### src/rtl/fa_pkg.sv
// Shared types and helpers for the bit-serial adder.
package fa_pkg;

  typedef enum logic [1:0] {
    IDLE = 2'd0,
    RUN  = 2'd1,
    DONE = 2'd2
  } state_t;

  // Bit-counter width: clog2 of the operand width, never less than one bit.
  function automatic int cnt_width(input int w);
    if (w <= 1) return 1;
    return $clog2(w);
  endfunction

endpackage

### src/rtl/fa_cell.sv
// Combinational one-bit full adder; the only arithmetic in the datapath.
module fa_cell (
  input  logic ain,
  input  logic bin,
  input  logic cin,
  output logic sout,
  output logic cout
);

  // Classic sum/majority equations.
  always_comb begin
    sout = ain ^ bin ^ cin;
    cout = (ain & bin) | (ain & cin) | (bin & cin);
  end

endmodule

### src/rtl/serial_fa_adder.sv
// Bit-serial adder/subtractor: one full-adder cell, LSB first, one bit per clock.
//
//   state | meaning
//   IDLE  | waiting for start, results held
//   RUN   | processing one operand bit per edge
//   DONE  | one-cycle result-valid pulse, may restart back-to-back
module serial_fa_adder
  import fa_pkg::*;
#(
  parameter int WIDTH = 8
) (
  input  logic             clk,
  input  logic             rst,
  input  logic             start,
  input  logic             sub,
  input  logic [WIDTH-1:0] ain,
  input  logic [WIDTH-1:0] bin,
  input  logic             cin,
  output logic             busy,
  output logic             done,
  output logic [WIDTH-1:0] sout,
  output logic             cout,
  output logic             ovf
);

  localparam int            CW   = cnt_width(WIDTH);
  localparam logic [CW-1:0] LAST = CW'(WIDTH - 1);

  state_t           state, state_nxt;
  logic             load, shift, last;
  logic [WIDTH-1:0] a_sh, b_sh, acc, acc_nxt;
  logic             carry;
  logic [CW-1:0]    bitcnt;
  logic             s_bit, c_bit;

  fa_cell u_cell (
    .ain  (a_sh[0]),
    .bin  (b_sh[0]),
    .cin  (carry),
    .sout (s_bit),
    .cout (c_bit)
  );

  // Sum bits enter the accumulator from the MSB side so the LSB ends up at bit 0.
  generate
    if (WIDTH == 1) begin : g_acc1
      assign acc_nxt = s_bit;
    end else begin : g_accn
      assign acc_nxt = {s_bit, acc[WIDTH-1:1]};
    end
  endgenerate

  // State register.
  always_ff @(posedge clk) begin
    if (rst) state <= IDLE;
    else     state <= state_nxt;
  end

  // Next-state and datapath control decode.
  always_comb begin
    state_nxt = state;
    load      = 1'b0;
    shift     = 1'b0;
    last      = 1'b0;
    case (state)
      IDLE: begin
        if (start) begin
          load      = 1'b1;
          state_nxt = RUN;
        end
      end
      RUN: begin
        shift = 1'b1;
        if (bitcnt == LAST) begin
          last      = 1'b1;
          state_nxt = DONE;
        end
      end
      DONE: begin
        if (start) begin
          load      = 1'b1;
          state_nxt = RUN;
        end else begin
          state_nxt = IDLE;
        end
      end
      default: state_nxt = IDLE;
    endcase
  end

  // Operand capture, serial shifting and result registers.
  always_ff @(posedge clk) begin
    if (rst) begin
      a_sh   <= '0;
      b_sh   <= '0;
      acc    <= '0;
      carry  <= 1'b0;
      bitcnt <= '0;
      sout   <= '0;
      cout   <= 1'b0;
      ovf    <= 1'b0;
    end else if (load) begin
      // Subtract as A + ~B + 1; cin becomes a borrow, hence the inversion.
      a_sh   <= ain;
      b_sh   <= bin ^ {WIDTH{sub}};
      carry  <= cin ^ sub;
      bitcnt <= '0;
    end else if (shift) begin
      a_sh   <= a_sh >> 1;
      b_sh   <= b_sh >> 1;
      acc    <= acc_nxt;
      carry  <= c_bit;
      bitcnt <= bitcnt + CW'(1);
      if (last) begin
        sout <= acc_nxt;
        cout <= c_bit;
        ovf  <= carry ^ c_bit;
      end
    end
  end

  assign busy = (state == RUN);
  assign done = (state == DONE);

endmodule

### config.mk
export PLATFORM = sky130hd
export DESIGN_NAME = serial_fa_adder
export DESIGN_NICKNAME = d
export VERILOG_FILES = /design/src/rtl/fa_pkg.sv /design/src/rtl/fa_cell.sv /design/src/rtl/serial_fa_adder.sv
export SDC_FILE = /design/constraint.sdc
export NUM_CORES = 1
export LEC_CHECK = 0
export BUFFER_PORTS_ARGS = -buffer_cell sky130_fd_sc_hd__buf_2
export CORE_MARGIN = 2
export CORE_UTILIZATION = 40
export CTS_CLUSTER_SIZE = 30
export DETAILED_ROUTE_END_ITERATION = 16
export HOLD_SLACK_MARGIN = 0.15
export MAX_ROUTING_LAYER = met4
export SYNTH_ARGS = -nofsm -noshare
export SYNTH_HDL_FRONTEND = slang
export SYNTH_SLANG_ARGS = --single-unit
### constraint.sdc
create_clock -name clk -period 3.19 [get_ports clk]
set_clock_uncertainty 0.1 [all_clocks]
set_input_delay 0.4785 -clock clk [delete_from_list [all_inputs] [get_ports clk]]
set_output_delay 0.4785 -clock clk [all_outputs]
set_load 0.01 [all_outputs]
==> impl.org <==
** GRT
- The first global-routing pass estimated about 5200 um of wire.
- Antenna violations before repair :: 0
- Congestion Overflow GR :: 0
- Entering global routing, the biggest net connects 40 pins.
- Overall Global Routing Usage :: about 16%
- The number of global-route vias before repair is approximately 1.2k.

** Timing
- Static timing analysis puts the maximum clock frequency at between 0.5 and 0.6 GHz.
- Min cycle time layout :: between 1500 and 2000 ps
- Number of setup violations in the final report :: 0
- The max-slew violation count was 0.
- Final Hold Fails :: 0
- Setup repair after global routing left no endpoint under its margin.
- At the pin with the least slew margin, the transition time is approximately 1000 ps.
- The worst pin sits at a relative slew slack of 30.5%.
- The final critical path takes up between 50% and 60% of the cycle.
- Setup tns final :: 0 ps

** Synthesis
- Synth Area in Adders :: under 10%
- Post-synthesis instance total :: approximately 190
- Average size of a mapped cell :: about 8.6 um^2
- Area of the mapped netlist :: 1620 um^2
- Combinational family with the most area after synthesis :: simple AND/OR/NAND/NOR gates
- The Yosys step of the flow raised 0 warnings.
- In the synthesized netlist, mux cells make up 1.24% of the area.
- The netlist uses 28 different library cells.
- When the netlist entered floorplanning its net count stood at approximately 210.
- Synthesized flop and latch total :: 39
- The synthesized netlist devotes 15.0% of its cell area to compound gates.
- The share of the Yosys chip area taken by registers is between 40% and 50%.
- Fraction of synthesized cell area in xor and xnor cells :: between 5 and 6%
- Simple-gate area share of the yosys netlist :: 21.3%

** Hold path
- The path class of the tightest hold or removal check is in -> reg.

** Pwr
- Total power for the finished layout comes to around 1 mW.
- VDD IR max :: around 300 uV
- Power density over the cells :: 535 nW/um^2
- Share of power burned in the clock network :: between 30% and 40%
- Switching part of the total power :: 24.4%
- Fraction of power consumed by combinational cells :: 11.4%
- Summed over all cells, the static leakage comes to 0.745 nW.
- Switching power :: approximately 0.24 mW
- Proportion of power drawn by flip-flops and latches :: 52.6%
- The internal portion of the total power is about 0.75 mW.

** Placement
- The count of buffers added on input and output ports is 32.
- At the end of routability-driven placement, the weighted congestion stood at just over 0.7.
- Summed over all nets, the half-perimeter wirelength after detailed placement is about 1900 um.

** Drt
- Router iterations before antenna repair :: 4
- Initial DRC Count :: just under 70
- In this run the remaining antenna-violating nets after routing total 0.
- Vias/cell :: roughly 5.0
- Average detailed-routed wire length per instance :: 11.7 um
- The final route contains 1320 vias.
- For this block, the routed nets add up to just over 3000 um of wire.
- DRC violation count after routing :: 0

** Clocking
- In this run the clock root is driven by a clkbuf_8.
- The tree built by TritonCTS fans out to 39 sinks.
- Counting along the longest clock path gives a buffer depth of 2.
- For this design, the CTS-stage hold fixing added 0 buffers.
- H-tree depth :: 2
- Clock input transition at the sequential cells of the worst setup and hold paths :: about 70 ps
- TritonCTS built the clock tree.
- TritonCTS created 5 clock buffers.
- In this run the post-CTS setup repair buffer count came out at 0.
- Post-cts sizing count :: 0
- For the worst-skew pair, the clock arrives at the later sink with an insertion delay of roughly 280 ps.

** Flow run
- Max Cap Violations :: 0

** Layout
- Counting the fill cells in the layout gives 390.
- Number of nets in the final layout :: between 200 and 250
- Share of post-route cells with drive strength above 1 :: between 20% and 30%
- From synthesis to final layout, the design area changed by 15.4%.
- Leaving out fill and tap cells, the most frequent cell in the layout is nand2_1.
- Leaving out fill and tap cells, the most frequent cells in the layout are nand2_1 (43), dfxtp_1 (39), buf_2 (32).
- Diodes inserted :: 0

** Worst setup path
- CP Launch Type :: flop
- The largest single stage delay on the critical path is 340 ps.
- Data on the critical path arrives at its endpoint at 1200 ps.
- By startpoint and endpoint, the worst setup path is classified as reg -> out.
- The slowest stage of the critical path belongs to the cell dfxtp_1.
- Worst-path maximum fanout :: 24
- Family with the most delay on the worst path :: buffers and inverters
- Required @ worst endpoint :: 2610 ps
- STA classifies the critical path endpoint as an output port.
- Bufs and invs on worst path :: 2
- The critical path goes through nand2b_1 -> clkinv_4 -> buf_2.

** Floorplan
- In this run the horizontal extent of the chip is roughly 68 um.
- In this run the standard cell core region covers 3940 um^2.
- Number of core rows :: 23
- The die covers 4570 um^2.
- Once the floorplan was initialized, standard cells occupied 41.1% of the core.
- Measured along the y axis, the die boundary spans ~68 um.
- Number of primary I/O pins :: 33

** Outcome
- The run finished with clean final reports.
-- cell type report --
class                           count  area (um^2)  area share, %
Clock buffer                        8          100           5.36
Sequential cell                    39          781           41.8
Tap cell                           50         62.6           3.35
Multi-Input combinational cell    134          748           40.1
Timing Repair Buffer               33          168           8.98
Inverter                            1         8.76          0.469
-- per-stage QoR --
| stage | instance area (um^2) | std cells | hold slack, ps | setup slack, ps | util (%) |
|---|---|---|---|---|---|
| 6_report | 1870 | 265 | 337 | 1410 | 47.4 |
| 5_1_grt | 1870 | 265 | 338 | 1280 | 47.4 |
| 4_1_cts | 1870 | 265 | 331 | 1400 | 47.4 |
| 3_5_place_dp | 1770 | 257 | 344 | 1260 | 44.8 |
| 3_3_place_gp | 1770 | 257 | 342 | 1310 | 44.8 |
| 2_1_floorplan | 1620 | 188 | 332 | 1800 | - |
-- cells in the mapped netlist --
cell / instances / share of area, %
a211oi_1: 1 / 0.46
a21oi_1: 22 / 6.8
a22oi_1: 4 / 1.9
a311oi_1: 4 / 2.2
a311oi_2: 1 / 0.93
and3b_1: 1 / 0.54
buf_2: 7 / 2.2
buf_4: 1 / 0.46
buf_6: 2 / 1.4
clkbuf_1: 3 / 0.70
clkbuf_2: 1 / 0.31
clkinv_4: 1 / 0.54
dfxtp_1: 39 / 48
fa_1: 1 / 1.2
ha_1: 2 / 1.5
mux2i_1: 2 / 1.2
nand2_1: 43 / 10
nand2_2: 1 / 0.39
nand2b_1: 2 / 0.77
nand3_1: 6 / 1.9
nand3b_1: 1 / 0.46
nor2_1: 8 / 1.9
nor2b_1: 2 / 0.77
nor3_1: 15 / 4.6
o21a_1: 1 / 0.46
o22ai_1: 6 / 2.3
xnor2_1: 2 / 1.1
xor2_1: 9 / 4.9
-- flip-flops by register name, summed over array words and instances (netlist names), 2 cells and up --
register / flops
a_sh: 8
acc: 7
b_sh: 8
bitcnt: 3
sout: 8
state: 2
-- power by group through the flow --
stage,Clock (mW),Sequential [mW],Combinational (mW)
after floorplan,0,0.533,0.0926
after global placement,0,0.537,0.114
after detailed placement,0,0.536,0.116
after CTS,0.368,0.525,0.115
after global routing,0.391,0.528,0.130
final,0.359,0.525,0.114
-- metal layers --
layer  GRT usage [%]  share of wire [%]  up-vias
met1            18.6                 47      585
met3            6.17                5.9        2
met2            24.8                 47       37
met5               -                  0        -
li1                -                  -      696
met4            3.83               0.55        0
-- path summary, 6_finish.rpt --
check	startpoint	endpoint	slack, ps	cells after the start
worst max-delay path	state[1]$_SDFFE_PP0P_	busy	1410	3
worst min-delay path	ain[7]	a_sh[7]$_SDFFE_PP0P_	340	3
worst max register to register	state[0]$_SDFFE_PP0P_	a_sh[1]$_SDFFE_PP0P_	1480	3
worst min register to register	sout[4]$_SDFFE_PP0P_	sout[4]$_SDFFE_PP0P_	350	2
-- worst register-to-register path, stage by stage (launching register included) --
cell and delay (ps):
dfxtp_1 400, nand2b_1 710, o22ai_1 210, nor3_1 210
-- cells by family after synthesis --
family          Yosys count
fa+ha+maj                 3
flops                    39
simple gates             79
compound gates           39
xor+xnor                 11
mux                       2
buf+inv                  15
(Power assumes the default switching activity.)
